--- src/rtl/dmem_bus_arbiter_if.sv ---
// Requester-side bus for the data-memory arbiter.
// One instance per master; the arbiter takes the slave view.
interface dmem_bus_arbiter_if #(
  parameter int ADDR_W = 32,
  parameter int DATA_W = 32
);
  logic                  req;
  logic                  we;
  logic [DATA_W/8-1:0]   wmask;
  logic [ADDR_W-1:0]     addr;
  logic [DATA_W-1:0]     wdata;
  logic                  gnt;
  logic                  rvalid;
  logic [DATA_W-1:0]     rdata;

  modport master (
    output req,
    output we,
    output wmask,
    output addr,
    output wdata,
    input  gnt,
    input  rvalid,
    input  rdata
  );

  modport slave (
    input  req,
    input  we,
    input  wmask,
    input  addr,
    input  wdata,
    output gnt,
    output rvalid,
    output rdata
  );
endinterface

--- src/rtl/dmem_bus_arbiter.sv ---
// Two-master arbiter for the shared data RAM / IO port.
// Bit 22 of the address selects IO; reads return one cycle later.
module dmem_bus_arbiter #(
  parameter int ADDR_W   = 32,
  parameter int DATA_W   = 32,
  parameter int MAX_WAIT = 4
) (
  input  logic                clk,
  input  logic                reset,
  dmem_bus_arbiter_if.slave   m0,
  dmem_bus_arbiter_if.slave   m1,
  output logic [DATA_W/8-1:0] ram_wmask,
  output logic                io_we,
  output logic [ADDR_W-1:0]   mem_addr,
  output logic [DATA_W-1:0]   mem_wdata,
  input  logic [DATA_W-1:0]   ram_rdata,
  input  logic [DATA_W-1:0]   io_rdata,
  output logic [3:0]          starve_cnt
);

  localparam logic [3:0] MAX_CNT = 4'(MAX_WAIT);
  localparam int         IO_BIT  = 22;

  typedef struct packed {
    logic valid;
    logic id;
    logic tgt;
  } rsp_t;

  rsp_t                rsp;
  logic                starved;
  logic                g0;
  logic                g1;
  logic                any_gnt;
  logic                sel_we;
  logic [DATA_W/8-1:0] sel_wmask;
  logic [ADDR_W-1:0]   sel_addr;
  logic [DATA_W-1:0]   sel_wdata;
  logic [ADDR_W-1:0]   addr_q;
  logic [DATA_W-1:0]   wdata_q;
  logic [DATA_W-1:0]   rsp_data;

  assign starved = starve_cnt >= MAX_CNT;

  // m1 wins when alone or starved; grants are masked in reset
  always_comb begin
    g1 = reset & m1.req & (~m0.req | starved);
    g0 = reset & m0.req & ~g1;
  end

  assign any_gnt = g0 | g1;
  assign m0.gnt  = g0;
  assign m1.gnt  = g1;

  // steer the granted master onto the shared bus
  always_comb begin
    sel_we    = g1 ? m1.we    : m0.we;
    sel_wmask = g1 ? m1.wmask : m0.wmask;
    sel_addr  = g1 ? m1.addr  : m0.addr;
    sel_wdata = g1 ? m1.wdata : m0.wdata;
  end

  // bus drives live values on grant, else last granted ones
  always_comb begin
    mem_addr  = any_gnt ? sel_addr  : addr_q;
    mem_wdata = any_gnt ? sel_wdata : wdata_q;
    ram_wmask = '0;
    io_we     = 1'b0;
    if (any_gnt && sel_we) begin
      if (sel_addr[IO_BIT]) io_we = 1'b1;
      else                  ram_wmask = sel_wmask;
    end
  end

  // remember the last driven bus values while idle
  always_ff @(posedge clk or negedge reset) begin
    if (!reset) begin
      addr_q  <= '0;
      wdata_q <= '0;
    end else if (any_gnt) begin
      addr_q  <= sel_addr;
      wdata_q <= sel_wdata;
    end
  end

  // count consecutive cycles m1 loses to m0
  always_ff @(posedge clk or negedge reset) begin
    if (!reset) begin
      starve_cnt <= '0;
    end else if (m1.req && g0) begin
      if (starve_cnt != 4'hF) starve_cnt <= starve_cnt + 4'd1;
    end else begin
      starve_cnt <= '0;
    end
  end

  // capture who read and from where, presented next cycle
  always_ff @(posedge clk or negedge reset) begin
    if (!reset) begin
      rsp <= '0;
    end else begin
      rsp.valid <= any_gnt & ~sel_we;
      rsp.id    <= g1;
      rsp.tgt   <= sel_addr[IO_BIT];
    end
  end

  assign rsp_data  = rsp.tgt ? io_rdata : ram_rdata;
  assign m0.rvalid = rsp.valid & ~rsp.id;
  assign m1.rvalid = rsp.valid &  rsp.id;
  assign m0.rdata  = m0.rvalid ? rsp_data : '0;
  assign m1.rdata  = m1.rvalid ? rsp_data : '0;

endmodule

--- src/flat_wrapper.sv ---
// flat-port wrapper written by rule: the top's interface ports become plain ports
module dmem_bus_arbiter_flat 
#(
  parameter int ADDR_W   = 32,
  parameter int DATA_W   = 32,
  parameter int MAX_WAIT = 4
)
  (clk, reset, ram_wmask, io_we, mem_addr, mem_wdata, ram_rdata, io_rdata, starve_cnt, m0_req, m0_we, m0_wmask, m0_addr, m0_wdata, m0_gnt, m0_rvalid, m0_rdata, m1_req, m1_we, m1_wmask, m1_addr, m1_wdata, m1_gnt, m1_rvalid, m1_rdata);
  dmem_bus_arbiter_if #(.ADDR_W(ADDR_W), .DATA_W(DATA_W)) m0_i ();
  dmem_bus_arbiter_if #(.ADDR_W(ADDR_W), .DATA_W(DATA_W)) m1_i ();
  input  logic clk;
  input  logic reset;
  output logic [DATA_W/8-1:0] ram_wmask;
  output logic io_we;
  output logic [ADDR_W-1:0] mem_addr;
  output logic [DATA_W-1:0] mem_wdata;
  input  logic [DATA_W-1:0] ram_rdata;
  input  logic [DATA_W-1:0] io_rdata;
  output logic [3:0] starve_cnt;
  input wire logic [$bits(m0_i.req)-1:0] m0_req;
  input wire logic [$bits(m0_i.we)-1:0] m0_we;
  input wire logic [$bits(m0_i.wmask)-1:0] m0_wmask;
  input wire logic [$bits(m0_i.addr)-1:0] m0_addr;
  input wire logic [$bits(m0_i.wdata)-1:0] m0_wdata;
  output wire logic [$bits(m0_i.gnt)-1:0] m0_gnt;
  output wire logic [$bits(m0_i.rvalid)-1:0] m0_rvalid;
  output wire logic [$bits(m0_i.rdata)-1:0] m0_rdata;
  input wire logic [$bits(m1_i.req)-1:0] m1_req;
  input wire logic [$bits(m1_i.we)-1:0] m1_we;
  input wire logic [$bits(m1_i.wmask)-1:0] m1_wmask;
  input wire logic [$bits(m1_i.addr)-1:0] m1_addr;
  input wire logic [$bits(m1_i.wdata)-1:0] m1_wdata;
  output wire logic [$bits(m1_i.gnt)-1:0] m1_gnt;
  output wire logic [$bits(m1_i.rvalid)-1:0] m1_rvalid;
  output wire logic [$bits(m1_i.rdata)-1:0] m1_rdata;
  assign m0_i.req = m0_req;
  assign m0_i.we = m0_we;
  assign m0_i.wmask = m0_wmask;
  assign m0_i.addr = m0_addr;
  assign m0_i.wdata = m0_wdata;
  assign m0_gnt = m0_i.gnt;
  assign m0_rvalid = m0_i.rvalid;
  assign m0_rdata = m0_i.rdata;
  assign m1_i.req = m1_req;
  assign m1_i.we = m1_we;
  assign m1_i.wmask = m1_wmask;
  assign m1_i.addr = m1_addr;
  assign m1_i.wdata = m1_wdata;
  assign m1_gnt = m1_i.gnt;
  assign m1_rvalid = m1_i.rvalid;
  assign m1_rdata = m1_i.rdata;
  dmem_bus_arbiter #(.ADDR_W(ADDR_W), .DATA_W(DATA_W), .MAX_WAIT(MAX_WAIT)) u_core (.clk(clk), .reset(reset), .m0(m0_i), .m1(m1_i), .ram_wmask(ram_wmask), .io_we(io_we), .mem_addr(mem_addr), .mem_wdata(mem_wdata), .ram_rdata(ram_rdata), .io_rdata(io_rdata), .starve_cnt(starve_cnt));
endmodule
--- config.mk ---
export PLATFORM = sky130hd
export DESIGN_NAME = dmem_bus_arbiter_flat
export DESIGN_NICKNAME = d
export VERILOG_FILES = /design/src/rtl/dmem_bus_arbiter_if.sv /design/src/rtl/dmem_bus_arbiter.sv /design/src/flat_wrapper.sv
export SDC_FILE = /design/constraint.sdc
export NUM_CORES = 1
export LEC_CHECK = 0
export ABC_AREA = 1
export CAP_MARGIN = 10
export CORE_AREA = 4 4 134 136
export DETAILED_ROUTE_END_ITERATION = 6
export DIE_AREA = 0 0 138 140
export GPL_TIMING_DRIVEN = 0
export PLACE_DENSITY = 0.72
export SLEW_MARGIN = 20
export SYNTH_ARGS = -nofsm -noshare
export SYNTH_HDL_FRONTEND = slang
export SYNTH_SLANG_ARGS = --single-unit
--- constraint.sdc ---
create_clock -name clk -period 1.3 [get_ports clk]
set_input_delay 0.13 -clock clk [delete_from_list [all_inputs] [get_ports clk]]
set_output_delay 0.13 -clock clk [all_outputs]
set_load 0.02 [all_outputs]
-- After elaboration in Yosys (flattened, before gate mapping)
Index checks and enable logic that the tools add are counted.
- $add $sub $neg: 1
- order comparisons: 1
- equality and inequality tests: 2
- multiplexer cells: 15
- bitwise operators: 13
- reduce and logical (&&, ||, !) cells: 2
- operators by type and width (kind ; count):
    $mux W32 ; 7
    $mux W4 ; 5
    $and A1 B1 Y1 ; 7
    $add A4 B1 Y4 const B ; 1
    $ge A4 B3 Y1 const B ; 1
    $ne A4 B4 Y1 const B ; 1
    $not A1 Y1 ; 4
    $mux W1 ; 3
    $logic_and A1 B1 Y1 ; 2
    $ne A2 B2 Y1 const B ; 1
    $or A1 B1 Y1 ; 2
- bits in registers: 71
- bits of input ports: 206
- output and inout port bits: 141

-- Longest topological paths before layout
- depth after elaboration: 8
- mapped depth: 8
- depth with buffers taken out: 7

-- Least setup slack after synthesis
No wires, ideal clock.
- path kind: reg2reg
- from: register u_core.starve_cnt[2]
- to: register u_core.addr_q[0]
- setup time: 0.205 ns
- arrival: 1.366 ns
- data required time: 1.095 ns
- setup slack: -0.271 ns
- stages on the path, launching flop included: 9
- buffers on the path: 2
- period minus slack after synthesis: 1.571 ns
- path through: dfrtp_1 > nor2_2 > nand2_2 > nand2_4 > inv_2 > buf_6 > buf_6 > nand2_1 > nand3_1
- cells in the longest elaborated chain, start to end: 7
- ends and longest elaborated chain (what ; RTL line ; RTL):
    start, declared ; dmem_bus_arbiter.sv:18 ; output logic [3:0] starve_cnt
    start signal, assigned ; dmem_bus_arbiter.sv:91 ; if (starve_cnt != 4'hF) starve_cnt <= starve_cnt + 4'd1;
    $ge A4 B3 Y1 (*) ; dmem_bus_arbiter.sv:43 ; assign starved = starve_cnt >= MAX_CNT;
    $or A1 B1 Y1 (*) ; dmem_bus_arbiter.sv:47 ; g1 = reset & m1.req & (~m0.req | starved);
    $and A1 B1 Y1 (*) ; dmem_bus_arbiter.sv:47 ;
    $not A1 Y1 ; dmem_bus_arbiter.sv:48 ; g0 = reset & m0.req & ~g1;
    $and A1 B1 Y1 ; dmem_bus_arbiter.sv:48 ;
    $or A1 B1 Y1 ; dmem_bus_arbiter.sv:51 ; assign any_gnt = g0 | g1;
    $mux W32 (*) ; n/a ;
    net mem_addr[0] ; flat_wrapper.sv:15 ; output logic [ADDR_W-1:0] mem_addr;
    end signal, assigned ; dmem_bus_arbiter.sv:81 ; addr_q <= sel_addr;
    end, declared ; dmem_bus_arbiter.sv:39 ; logic [ADDR_W-1:0] addr_q;
The timed path passes the listed nets; every way through them passes the cells marked *.
A chain may end at the register's enable or synchronous reset.

-- Worst setup path after layout
- from: register u_core.starve_cnt[3]
- to: output mem_addr[1]
- cells in the longest elaborated chain, start to end: 7
- ends and longest elaborated chain (what ; RTL line ; RTL):
    $ge A4 B3 Y1 (*) ; dmem_bus_arbiter.sv:43 ;
    $or A1 B1 Y1 (*) ; dmem_bus_arbiter.sv:47 ;
    $and A1 B1 Y1 (*) ; dmem_bus_arbiter.sv:47 ;
    $not A1 Y1 ; dmem_bus_arbiter.sv:48 ;
    $and A1 B1 Y1 ; dmem_bus_arbiter.sv:48 ;
    $or A1 B1 Y1 ; dmem_bus_arbiter.sv:51 ;
    $mux W32 (*) ; dmem_bus_arbiter.sv:65 ; mem_addr = any_gnt ? sel_addr : addr_q;
    end, declared ; flat_wrapper.sv:15 ;
Every way passes the cells marked *; elsewhere a longest branch is shown, timed or not.

==> impl_metrics.ini <==
[outcome]
status = finished, violations left
violations = setup timing

[placement]
post-place-ws_ns = -1.64
gp_congestion = 0.833
io_buffers = 346
dpl.hpwl_mm = 15.6

[timing]
fmax_mhz = 529
clock_skew_ns = 0.00382
min_period_ns = 1.89
hold_slack_ns = 0.382
layout_setup_ws_ns = -0.589
finalCritPeriodShare_pct = 145
grt_setup_unrepaired = true
setup_viol = 192
drv_slew = 0
setup_tns_ns = -66.37
hold_viol = 0

[yosys]
synth.avg_cell_area_um2 = 7.76
synth_edf_count = 0
yosysWarnings = 0
synth.distinct_cells = 22
netlist_area_um2 = 4010
syn_inst = 517
synthArstFlopShare_pct = 100
ys_seq_area_share_pct = 44.3
synth.net_count = 724
synth_seq_cells = 71
synthTopCellsByArea = dfrtp_1 44%, nand3_1 15%, nand2_1 13%
post-synth-top-area-fraction_pct = 44.3
yosys.area.top_type = dfrtp_1
synth-main-ff-cell = dfrtp_1

[pwr]
seqPwrFrac_pct = 28.0
p_clk_share_pct = 27.4
power.switching_w = 0.00300
swShare_pct = 32.7
p_int_w = 0.00618
comb_power_share_pct = 44.6
leakagePower_nw = 4.66
p_per_area_nw_per_um2 = 882
ir_worst_vdd_v = 0.000893

[min_path]
min_path_cells = 3
hold_class = in2reg

[cts]
root_buffer = clkbuf_16
htree_levels = 3
clk_pin_slew_ns = 0.06
clk_latency_ns = 0.34
cts.sinks = 71
clk_path_buf_depth = 2
cts_inserted_buffers = 9
cts_tree = done

[die]
die_area_um2 = 19300
io_pins = 347
rows = 48
core_um2 = 16900
die_width_um = 138
start_util_pct = 23.7
die_h_um = 140

[grt]
grt_pass1_vias = 5487
grt.met1_usage_pct = 21.9
grt_pass1_wl_mm = 30.7
grt_max_degree = 27
use_met3_pct = 6.35
overflow = 0
grt-busiest-layer = met2
antenna_found_initial = 1
grt_use_total_pct = 20.2
met2_usage_pct = 36.8

[layout]
seq_area_um2 = 1780
drive_above_1_share_pct = 49.2
fill_cells = 1371
syn_to_final_growth_pct = 159
fin_util_pct = 61.5
nNetsFinal = 1115
multiInputGateArea_um2 = 3630

[detailed_routing]
dr.pass1.iters = 4
wl_mm = 21.0
drt_iter0_drc = 132
ant_nets = 0
vias_per_cell = 4.59
drc = 0
vias = 5228
wl_per_cell_um = 18.5

[job]
maxCapViolations = 0

[critical_path]
cp-start-kind = flip-flop
crit_end = mem_addr[1]
r2r_cells = 9
cp_max_fo = 10
required_ns = 1.17
critPathSlowestCell = dfrtp_2
worst-path-buf-inv = 4
cp-end-kind = output port
r2r-start = u_core.starve_cnt[3]
critPathTopFamily = buffers and inverters
setup.worst_path.start = u_core.starve_cnt[3]
r2r_setup_slack_ns = -0.15
arrival_ns = 1.76
path_cells = nor2_4 > nand2_4 > nand2_8 > inv_4 > buf_12 > buf_12 > nand2_4 > nand3_4 > buf_2
critPathMaxStageDelay_ns = 0.42
crit_type = reg2out
r2r_end = u_core.starve_cnt[2]
cp.depth = 9
## cell usage after synthesis (2+ instances only)
| cell | number |
|---|---|
| inv_1 | 7 |
| buf_2 | 16 |
| nand2_1 | 139 |
| nand3_2 | 10 |
| nand2_2 | 12 |
| buf_6 | 7 |
| mux2i_1 | 32 |
| clkbuf_1 | 13 |
| nor2_1 | 74 |
| dfrtp_1 | 71 |
| inv_2 | 2 |
| nand3_1 | 124 |
## kinds of logic (layout without fill, tap and decap cells)
family | Yosys count | count (layout) | share of synthesized area, %
other | 1 | 2 | 0.0935
DFF | 71 | 71 | 44.3
xor gates and xnor gates | 1 | 1 | 0.218
muxes | 32 | 32 | 7.98
AOI/OAI and AO/OA | 1 | 1 | 0.125
and+or+nand+nor | 363 | 363 | 40.7
buffers and inverters | 47 | 443 | 6.33
adders and majority gates | 1 | 1 | 0.312
## timing repair
action,4_1_cts,5_1_grt
resized for setup,560,393
gates cloned,2,2
setup buffers,3,21
pin swaps,4,7
hold buffers,6,0
setup endpoints to repair,211,207
endpoints found under the hold margin,45,0
## placed cells by master (no fill, tap or decap), drive strengths merged
cell,instances
clkdlybuf4s50,204
buf,190
nand2,152
nand3,134
nor2,76
dfrtp,71
mux2i,32
clkbuf,25
inv,9
dlymetal6s2s,4
clkinv,4
dlygate4sd3,3
clkinvlp,2
diode,1
nand3b,1
o21ai,1
xnor2,1
ha,1
bufinv,1
bufbuf,1
conb,1
## flip-flops by register name, indices dropped and copies added, names as in the netlist
name	flops
u_core.starve_cnt	4
u_core.rsp	3
u_core.wdata_q	32
u_core.addr_q	32
## power groups by stage
| stage | logic (W) | registers, W | clock network (W) |
|---|---|---|---|
| after floorplan | 0.00177 | 0.00260 | 0 |
| after global routing | 0.00434 | 0.00260 | 0.00269 |
| final | 0.00410 | 0.00257 | 0.00251 |
| after global placement | 0.00340 | 0.00260 | 0 |
| after detailed placement | 0.00343 | 0.00261 | 0 |
| after CTS | 0.00359 | 0.00257 | 0.00261 |
## tightest hold or removal path, stage by stage
cell             delay (ns)
clkdlybuf4s50_1        0.41
nand2_2                0.09
nand3_4                0.05
## layout make-up
class / instances / share of cell area (%)
antenna: 1 / 0.0240
sequential: 71 / 17.1
inverter: 10 / 0.457
multi-input combinational: 399 / 34.9
buffer: 36 / 4.13
tap: 225 / 2.70
clock inverter: 6 / 0.577
clock buffer: 10 / 2.30
timing repair buffer: 381 / 37.8
## worst min path at each step
stage	start	to	slack, ns
6_report	m1_addr[7]	u_core.addr_q[7]	0.38
5_1_grt	m1_addr[7]	u_core.addr_q[7]	0.39
4_1_cts	reset	u_core.wdata_q[11]	0.37
3_5_place_dp	reset	u_core.wdata_q[16]	0.07
3_3_place_gp	u_core.addr_q[22]	u_core.addr_q[22]	0.45
2_1_floorplan	reset	u_core.addr_q[0]	-0.17
## per-layer routing
layer	share of wire (%)	wire, µm
met5	0	0
met1	36	7590
met4	2.5	518
met2	54	11300
met3	7.9	1660
## stage by stage
step / cells / instance area, µm² / power (W)
after floorplan: 517 / 5130 / 0.00437
after global routing: 1139 / 10400 / 0.00962
after CTS: 1116 / 9530 / 0.00877
after detailed placement: 1089 / 8900 / 0.00604
final: 1139 / 10400 / 0.00919
after global placement: 1088 / 8880 / 0.00601
(Power assumes the default switching activity.)
